`src/rtl/fx3_wr_burst_arbiter.sv`:
```
//------------------------------------------------------------------------------
// Module   : fx3_wr_burst_arbiter
// Purpose  : Round-robin burst arbiter for the FX3 slave-FIFO write path.
// Revision : 1.0  initial release
//------------------------------------------------------------------------------
`timescale 1ns/1ps
`default_nettype none

module fx3_wr_burst_arbiter #(
  parameter int         BURST_WORDS = 4096,
  parameter int         FLAG_LAT    = 3,
  parameter logic [1:0] SOCK0       = 2'b00,
  parameter logic [1:0] SOCK1       = 2'b01
) (
  input  logic        clk_pll,
  input  logic        reset,
  input  logic [1:0]  req,
  input  logic [1:0]  last,
  input  logic        flaga_d,
  output logic [1:0]  grant,
  output logic        pop,
  output logic [1:0]  addr,
  output logic        slwr_n,
  output logic        pkend_n,
  output logic        busy,
  output logic [31:0] bursts_done
);

  localparam int WCW = $clog2(BURST_WORDS) + 1;
  localparam int SCW = $clog2(FLAG_LAT + 1) + 1;
  localparam logic [WCW-1:0] C_LAST_WORD = WCW'(BURST_WORDS - 1);

  typedef enum logic [2:0] {
    S_IDLE     = 3'd0,
    S_ARB      = 3'd1,
    S_SETTLE   = 3'd2,
    S_WAIT_RDY = 3'd3,
    S_XFER     = 3'd4,
    S_GAP      = 3'd5
  } state_t;

  state_t          r_state,  w_state;
  logic [1:0]      r_grant,  w_grant;
  logic [1:0]      r_addr,   w_addr;
  logic            r_slwr_n, w_slwr_n;
  logic            r_pkend_n, w_pkend_n;
  logic [31:0]     r_bursts_done, w_bursts_done;
  logic            r_rr,     w_rr;
  logic [WCW-1:0]  r_wcnt,   w_wcnt;
  logic [SCW-1:0]  r_scnt,   w_scnt;
  logic            w_pop;
  logic            w_win;
  logic            w_cur_req;
  logic            w_cur_last;

  assign w_cur_req  = |(req & r_grant);
  assign w_cur_last = |(last & r_grant);

  always_ff @(posedge clk_pll or posedge reset) begin
    if (reset) begin
      r_state       <= S_IDLE;
      r_grant       <= 2'b00;
      r_addr        <= SOCK0;
      r_slwr_n      <= 1'b1;
      r_pkend_n     <= 1'b1;
      r_bursts_done <= 32'd0;
      r_rr          <= 1'b1;
      r_wcnt        <= '0;
      r_scnt        <= '0;
    end else begin
      r_state       <= w_state;
      r_grant       <= w_grant;
      r_addr        <= w_addr;
      r_slwr_n      <= w_slwr_n;
      r_pkend_n     <= w_pkend_n;
      r_bursts_done <= w_bursts_done;
      r_rr          <= w_rr;
      r_wcnt        <= w_wcnt;
      r_scnt        <= w_scnt;
    end
  end

  always_comb begin
    w_state       = r_state;
    w_grant       = r_grant;
    w_addr        = r_addr;
    w_slwr_n      = 1'b1;
    w_pkend_n     = 1'b1;
    w_bursts_done = r_bursts_done;
    w_rr          = r_rr;
    w_wcnt        = r_wcnt;
    w_scnt        = r_scnt;
    w_pop         = 1'b0;
    w_win         = 1'b0;

    case (r_state)
      S_IDLE: begin
        if (|req) w_state = S_ARB;
      end
      S_ARB: begin
        if (req == 2'b00) begin
          w_state = S_IDLE;
        end else begin
          // On contention the requester that did not own the last burst wins.
          w_win   = (req == 2'b11) ? ~r_rr : req[1];
          w_grant = w_win ? 2'b10 : 2'b01;
          w_addr  = w_win ? SOCK1 : SOCK0;
          if (w_addr != r_addr) begin
            w_state = S_SETTLE;
            w_scnt  = SCW'(FLAG_LAT);
          end else begin
            w_state = S_WAIT_RDY;
          end
        end
      end
      S_SETTLE: begin
        w_scnt = r_scnt - SCW'(1);
        if (r_scnt <= SCW'(1)) w_state = S_WAIT_RDY;
      end
      S_WAIT_RDY: begin
        if (flaga_d) begin
          w_wcnt  = '0;
          w_state = S_XFER;
        end
      end
      S_XFER: begin
        if (w_cur_req) begin
          w_pop    = 1'b1;
          w_slwr_n = 1'b0;
          w_wcnt   = r_wcnt + WCW'(1);
          // A full buffer commits on its own; PKEND only closes short packets.
          if (r_wcnt == C_LAST_WORD) begin
            w_state = S_GAP;
          end else if (w_cur_last) begin
            w_pkend_n = 1'b0;
            w_state   = S_GAP;
          end
        end
      end
      S_GAP: begin
        w_bursts_done = r_bursts_done + 32'd1;
        w_rr          = r_grant[1];
        w_grant       = 2'b00;
        w_state       = S_IDLE;
      end
      default: w_state = S_IDLE;
    endcase
  end

  assign grant       = r_grant;
  assign pop         = w_pop;
  assign addr        = r_addr;
  assign slwr_n      = r_slwr_n;
  assign pkend_n     = r_pkend_n;
  assign busy        = (r_state != S_IDLE);
  assign bursts_done = r_bursts_done;

endmodule

`default_nettype wire

```
`config.mk`:
```
export PLATFORM = sky130hd
export DESIGN_NAME = fx3_wr_burst_arbiter
export DESIGN_NICKNAME = d
export VERILOG_FILES = /design/src/rtl/fx3_wr_burst_arbiter.sv
export SDC_FILE = /design/constraint.sdc
export NUM_CORES = 1
export LEC_CHECK = 0
export BUFFER_PORTS_ARGS = -buffer_cell sky130_fd_sc_hd__buf_4
export CAP_MARGIN = 20
export CORE_UTILIZATION = 50
export CTS_BUF_LIST = sky130_fd_sc_hd__clkbuf_8 sky130_fd_sc_hd__clkbuf_16
export DETAILED_ROUTE_END_ITERATION = 12
export PLACE_DENSITY = 0.73
export SLEW_MARGIN = 20
export SYNTH_ARGS = -nofsm -noshare
export SYNTH_HDL_FRONTEND = slang
export SYNTH_SLANG_ARGS = --single-unit
```
`constraint.sdc`:
```
create_clock -name clk_pll -period 2.61 [get_ports clk_pll]
set_clock_uncertainty 0.2 [all_clocks]
set_input_delay 0.261 -clock clk_pll [delete_from_list [all_inputs] [get_ports clk_pll]]
set_output_delay 0.261 -clock clk_pll [all_outputs]
set_load 0.1 [all_outputs]
```
==> results of run 1 <==
[critical path, delay by kind of cell]
| family | cells | cell delay [ps] |
|---|---|---|
| AOI/OAI and AO/OA | 1 | 260 |
| buffers and inverters | 4 | 1140 |
| and+or+nand+nor | 1 | 380 |
[area by class of cell]
class,count,share of cell area
clock inverters,4,0.0126
multi-input cells,200,0.360
inverters,9,0.0111
flip-flops and latches,57,0.424
well taps,70,0.0259
clock buffers,12,0.0489
repair buffers,50,0.117
[where the power goes]
group | internal, W | switching, W | leakage (nW)
registers | 0.00100 | 0.000136 | 0.763
logic | 0.000272 | 0.000708 | 0.734
clock network | 0.000511 | 0.000342 | 0.115
[placed cells by master (no fill, tap or decap), types with 4 or more instances in the layout]
cell type	count
and3_1	8
xnor2_1	23
buf_4	46
inv_1	9
nor2_1	31
xor2_1	18
nand3_1	15
nor3_1	7
nor4_1	4
clkbuf_8	12
nand2_1	33
o21ai_0	7
dfrtp_1	52
nand4_1	15
[how the worst max path moves through the flow]
stage                            to  slack [ps]  depth (start not counted)
global placement          r_wcnt[6]         440                          5
global route                    pop          20                          6
CTS                             pop          70                          4
detailed placement        r_wcnt[6]         390                          5
finish                          pop         110                          6
floorplan           bursts_done[28]          40                          7
[per-layer routing]
| metal | vias up | GRT usage |
|---|---|---|
| li1 | 1037 | - |
| met1 | 985 | 0.261 |
| met2 | 43 | 0.336 |
| met3 | 11 | 0.0529 |
| met4 | 0 | 0.107 |
| met5 | - | 0 |
[state kept, by name (all words and copies together) (netlist names)]
name and count:
grant 2, r_state 3, bursts_done 32, slwr_n 1
pkend_n 1, r_wcnt 13, r_scnt 3, addr 1
r_rr 1
[repair_timing]
action                     4_1_cts  5_1_grt
setup buffers                    0        0
resized for setup                0        1
setup endpoints to repair        0        1
hold endpoints to repair        14        0
hold buffers                     2        0
[kinds of logic after synthesis]
logic type,Yosys count,share of synthesized area
flip-flops,57,0.527
XOR/XNOR,41,0.132
adder cells (fa/ha/maj),3,0.0138
other,1,0.00138
AO/OA/AOI/OAI,21,0.0507
multiplexers,1,0.00369
AND/OR/NAND/NOR,133,0.247
buffers and inverters,14,0.0235
[metrics by stage]
step	setup slack, ps	area [µm²]
5_1_grt	20.5	3380
3_3_place_gp	438	3150
2_1_floorplan	40.8	2720
4_1_cts	72.2	3380
3_5_place_dp	385	3150
6_report	106	3380
==> out/metrics.yaml, run 1 <==
cts:
  cts_buffers: 9
  clk_pin_slew_ps: 60
  clockBufferDepth: 2
  clock_latency_ps: 330
  cts_tree: "done"
  cts.root.buffer_cell: "clkbuf_8"
  cts.sink_count: 57
  cts_max_level: 3
setup_path:
  cpPeakStageDelay_ps: 540
  r2r_slack_ps: 370
  crit_start: "req[0]"
  worst_ep_arrival_time_ps: 2040
  worst-path-max-fanout: 9
  crit_type: "primary input to output port"
  crit_required_ps: 2150
  timing.rr.start: "r_state[0]"
  path_cells: "dlygate4sd3_1, buf_4, a22oi_1, or2_1, clkinvlp_4, buf_6"
  crit_path_start_kind: "primary input"
  r2r-end: "r_wcnt[6]"
  cp-end-kind: "output port"
  r2r_cells: 5
  crit_slowest_cell: "dlygate4sd3_1"
yosys:
  avgSynthCellArea_um2: 10.0
  synth_sequential_area_ratio: 0.527
  synth-main-ff-cell: "dfrtp_1"
  synth_seq_cells: 57
  yosysTopAreaCell: "dfrtp_1"
  synth.most_common_cell: "dfrtp_1"
  synth_top_area_frac: 0.498
  synthesis.nets: 281
  synthArstFlopShare: 1.00
  synth_cells: 271
  synth_area_mm2: 0.00271
  ys_top_cells_by_area: "dfrtp_1 (50%), xnor2_1 (7.4%), xor2_1 (5.8%)"
  synth_top_cells_by_count: "dfrtp_1 (54), nand2_1 (33), nor2_1 (31)"
  synth_cell_types: 44
  yosys_warnings: 0
  synth_edf_count: 0
floorplanning:
  io_pins: 47
  start_util: 0.524
  die_height_um: 75.7
  core_mm2: 0.00517
  die_w_um: 75.7
  row_count: 26
  dieArea_mm2: 0.00572
layout:
  area_growth_pct: 24.6
  antenna_cells: 0
  drive_above_1_share: 0.220
  final_cell_count_no_fill: 402
  n_fill_cell: 420
  fin_nets: 337
  multi_input_area_mm2: 0.00122
  seqCellArea_mm2: 0.00143
  final_util: 0.654
place:
  routabilityCongestion: 0.809
  dp.cells: 384
  io_buffers: 45
  dp_hpwl_mm: 3.74
run_status:
  run_status: "finished, final reports clean"
route:
  vias: 2076
  routed-wl-met3_um: 200
  top_layer: "met4"
  drc: 0
  drtAntennaViolNets: 0
  routed_wl_mm: 5.36
  wl_per_cell_um: 13.3
  viasPerCell: 5.16
  first_pass_iters: 4
  drt_iter0_markers: 134
  wl_met1_mm: 2.56
  routed-wl-met2_mm: 2.48
sta:
  drv_slew: 0
  setup_violations: 0
  max_slew_margin: 0.598
  tns_ps: 0
  hold_violations: 0
  grt_setup_unrepaired: "no"
  worst_hold_slack_ps: 22.7
  fmax_mhz: 399
  worst_slew_pin_slew_ps: 597
  period_needed_ps: 2500
  period_share: 0.959
grt:
  antenna_found_initial: 0
  grt_use_total: 0.209
  grt_pass1_wl_mm: 8.79
  grt_pass1_vias: 2009
  grt_remaining_overflow: 0
  grt_start_max_net_pins: 46
run:
  maxCapViolCount: 0
min_path:
  min_from: "flaga_d"
  hold_path.class: "primary input to flip-flop"
  min_to: "r_state[0]"
  holdPathStages: 3
power_and_ir_drop:
  leakagePower_nw: 1.61
  ir_drop_uv: 742
  p_per_area_mw_per_mm2: 879
  p_total_w: 0.00297
(Power assumes the default switching activity.)
==> inputs of run 2 (changes only) <==
REMOVE_ABC_BUFFERS = 1   (was unset)
==> run 2 against run 1 <==
Final area decreased by 1.0%. Power decreased by 3.3%. Sequential power about the same. Critical path depth decreased by 2. Largest power group unchanged. Sequential share of layout area increased by 0.35 points. Count of clock-buffer cells in the layout unchanged. Die area unchanged. Critical path type is now flip-flop to output port.
==> out/metrics.yaml, run 2 (synthesized netlist as in run 1, its figures left out) <==
cts:
  cts_tree: "done"
  clock_latency_ps: 340
  clk_pin_slew_ps: 60
  cts.root.buffer_cell: "clkbuf_8"
  cts_buffers: 9
  cts.sink_count: 57
  clockBufferDepth: 2
  cts_max_level: 3
place:
  io_buffers: 45
  routabilityCongestion: 0.809
  placed_area_mm2: 0.00314
  dp.cells: 385
  dp_hpwl_mm: 3.93
route:
  drc: 0
  wl_per_cell_um: 13.6
  drt_iter0_markers: 117
  drtAntennaViolNets: 0
  viasPerCell: 5.29
  routed_wl_mm: 5.47
  vias: 2132
  first_pass_iters: 4
layout:
  antenna_cells: 0
  drive_above_1_share: 0.213
  fin_nets: 338
  area_growth_pct: 23.4
  layout_common_cells: "dfrtp_1 (54), buf_4 (48), nand2_1 (33), nor2_1 (31), xnor2_1 (23)"
  final_cell_count_no_fill: 403
  n_fill_cell: 438
  largest_register_ffs: 32
  fin_area_mm2: 0.00335
  final_common_cell: "dfrtp_1"
setup_path:
  timing.rr.start: "r_state[0]"
  crit_type: "flip-flop to output port"
  crit_path_start_kind: "flip-flop"
  worst_ep_arrival_time_ps: 2010
  crit_required_ps: 2150
  r2r_cells: 5
  worst-path-max-fanout: 12
  r2r-end: "r_wcnt[6]"
  cp-end-kind: "output port"
  r2r_slack_ps: 420
floorplanning:
  die_height_um: 75.7
  dieArea_mm2: 0.00572
  start_util: 0.524
  io_pins: 47
  row_count: 26
  core_mm2: 0.00517
  die_w_um: 75.7
grt:
  grt_remaining_overflow: 0
  grt_pass1_wl_mm: 9.29
  grt_use_total: 0.222
  grt_start_max_net_pins: 23
  grt_pass1_vias: 2054
  antenna_found_initial: 0
sta:
  setup_violations: 0
  grt_setup_unrepaired: "no"
  period_needed_ps: 2470
  max_slew_margin: 0.616
  period_share: 0.947
  fmax_mhz: 404
  drv_slew: 0
  worst_slew_pin_slew_ps: 571
  hold_violations: 0
min_path:
  hold_path.class: "primary input to flip-flop"
  min_from: "flaga_d"
  min_to: "r_state[0]"
  holdPathStages: 3
run:
  maxCapViolCount: 0
power_and_ir_drop:
  ir_drop_uv: 1000
  p_per_area_mw_per_mm2: 858
  leakagePower_nw: 1.61
run_status:
  run_status: "finished, final reports clean"
## run 2: changes by cell type in the layout (fill, tap and decap cells not counted), sizes merged
cell / previous run / this run
buf: 48 / 49
inv: 10 / 11
bufinv: 1 / 0
## run 2: where the power goes
group,switching [W],total (W),internal [W]
combinational,0.000711,0.000981,0.000270
sequential,0.000142,0.00114,0.000999
clock,0.000336,0.000749,0.000413
total,0.00119,0.00287,0.00168
## run 2: layer usage
layer  track usage  up-vias  wire (µm)
met3        0.0476        8        166
met5             0        -          0
met1         0.301     1036       2650
met4         0.105        0        103
li1              -     1049          -
met2         0.340       39       2540
## run 2: stage by stage
stage	power (W)	worst slack, ps	utilization	hold WS, ps	setup TNS (ps)
2_1_floorplan	0.00189	-317	-	158	-752
3_3_place_gp	0.00212	476	0.607	84.4	0
3_5_place_dp	0.00214	432	0.607	94.1	0
4_1_cts	0.00289	90.3	0.646	17.6	0
5_1_grt	0.00302	34.7	0.647	53.5	0
6_report	0.00287	138	0.647	26.4	0
## run 2: worst max-delay path, stage by stage, from the launching register on
cell and delay [ps]:
dfrtp_1 490, or3b_4 430, or2_1 340, inv_1 170, buf_6 250
## run 2: worst max-delay path by stage
stage,start,end,slack [ps],cells past startpoint
final,r_state[0],pop,140,4
after global routing,r_state[0],pop,30,4
after CTS,r_state[0],pop,90,4
after detailed placement,r_state[0],r_wcnt[6],430,5
after global placement,r_state[0],r_wcnt[6],480,5
after floorplan,grant[1],r_wcnt[4],-320,6
## run 2: repair_timing
action,4_1_cts,5_1_grt
hold buffers,2,0
setup buffers,0,0
gates resized for setup,0,1
hold endpoints to repair,18,0
endpoints found under the setup margin,0,1
## run 2: layout make-up
| type | count | area (µm²) | share of cell area |
|---|---|---|---|
| Sequential cell | 57 | 1430 | 0.427 |
| Multi-Input combinational cell | 200 | 1220 | 0.364 |
| Timing Repair Buffer | 51 | 392 | 0.117 |
| Clock buffer | 12 | 165 | 0.0493 |
| Tap cell | 70 | 87.6 | 0.0262 |
| Inverter | 9 | 33.8 | 0.0101 |
| Clock inverter | 4 | 20.0 | 0.00598 |
==> inputs of run 3 (changes only) <==
CORE_UTILIZATION = 35   (was 50)
PLACE_DENSITY = 0.55   (was 0.73)
==> run 3 against run 2 <==
Count of clock-buffer cells in the layout shrank 2. Critical path depth is the same. Die area grew 42%. Non-clock buffer count shrank 1. Routed wire length is essentially flat. Largest power group unchanged.
==> out/metrics.yaml, run 3 (synthesized netlist as in run 1, its figures left out) <==
place:
  routabilityCongestion: 0.763
  place_ws_ps: 426
  dp_hpwl_mm: 3.92
  io_buffers: 45
  dp.cells: 413
setup_path:
  path_cells: "or3b_4, or2_1, inv_1, buf_4"
  crit_path_start_kind: "flip-flop"
  cp-end-kind: "output port"
  cpPeakStageDelay_ps: 480
  crit_required_ps: 2150
  crit_type: "flip-flop to output port"
  worst-path-max-fanout: 12
  crit_slowest_cell: "dfrtp_1"
  worst_ep_arrival_time_ps: 2050
layout:
  area_growth_pct: 24.9
  antenna_cells: 0
  final_common_cell: "dfrtp_1"
  final_cell_count_no_fill: 431
  layout_common_cells: "dfrtp_1 (54), buf_4 (47), nand2_1 (33), nor2_1 (31), xnor2_1 (23)"
  fin_nets: 337
  drive_above_1_share: 0.208
  largest_register_ffs: 32
grt:
  grt_pass1_vias: 1920
  antenna_found_initial: 0
  grt_start_max_net_pins: 42
  grt_use_total: 0.145
  grt_pass1_wl_mm: 9.28
  grt_remaining_overflow: 0
power_and_ir_drop:
  p_per_area_mw_per_mm2: 856
  ir_drop_uv: 659
  leakagePower_nw: 1.62
floorplanning:
  die_height_um: 90.0
  core_mm2: 0.00737
  dieArea_mm2: 0.00811
  io_pins: 47
  row_count: 31
  start_util: 0.368
  die_w_um: 90.0
route:
  routed_wl_mm: 5.46
  drt_iter0_markers: 77
  first_pass_iters: 4
  drc: 0
  drtAntennaViolNets: 0
  viasPerCell: 4.86
  vias: 2096
  wl_per_cell_um: 12.7
cts:
  cts_hold_buf: 2
  cts.sink_count: 57
  postCtsSetupBuffers: 0
  clockBufferDepth: 2
  cts.root.buffer_cell: "clkbuf_8"
  cts_tree: "done"
  clock_latency_ps: 330
  clk_pin_slew_ps: 60
  cts_buffers: 9
  cts_max_level: 3
  cts_resized: 0
sta:
  hold_violations: 0
  grt_setup_unrepaired: "no"
  setup_ws_ps: 95.8
  period_needed_ps: 2510
  drv_slew: 0
  period_share: 0.963
  max_slew_margin: 0.642
  fmax_mhz: 398
  worst_slew_pin_slew_ps: 531
  setup_violations: 0
  worst_hold_slack_ps: 30.5
min_path:
  hold_path.class: "primary input to flip-flop"
run_status:
  run_status: "finished, final reports clean"
run:
  maxCapViolCount: 0
run 3: area by class of cell:
cell class	count	area, µm²
clock buffer	10	138
clock inverter	6	51.3
fill	726	3980
inverter	9	33.8
multi-input combinational	200	1220
sequential	57	1430
tap	99	124
timing repair buffer	50	393
run 3: metrics by stage:
stage          setup TNS [ps]  total power [W]   util  instance area (µm²)
6_report                    0          0.00290  0.460                 3390
3_3_place_gp                0          0.00213  0.431                 3180
3_5_place_dp                0          0.00214  0.431                 3180
2_1_floorplan            -752          0.00189      -                 2680
4_1_cts                     0          0.00293  0.460                 3390
5_1_grt                     0          0.00307  0.460                 3390
run 3: path summary, 6_finish.rpt:
path | end | start | slack, ps | cells after the start
worst min register to register | r_rr | r_rr | 270 | 2
worst min-delay path | r_state[0] | flaga_d | 30 | 3
worst max register to register | r_wcnt[6] | r_state[0] | 420 | 5
min in group asynchronous | r_wcnt[6] | reset | 270 | 3
worst max-delay path | pop | r_state[0] | 100 | 4
max in group asynchronous | r_rr | reset | 1330 | 4
run 3: report_power, final:
group,switching (W),internal (W)
registers,0.000141,0.000999
logic,0.000708,0.000270
clock network,0.000328,0.000453
total,0.00118,0.00172
run 3: worst max-delay path: cells and delay by family, from the launching register on:
kind	cells	cell delay, ps
flip-flops	1	480
buffers and inverters	2	470
AND/OR/NAND/NOR	2	780
run 3: layer usage:
metal / global-route usage / share of wire / vias to the layer above
li1: - / - / 1039
met1: 0.202 / 0.51 / 1000
met2: 0.205 / 0.43 / 46
met3: 0.0381 / 0.044 / 11
met4: 0.0806 / 0.023 / 0
met5: 0 / 0 / -
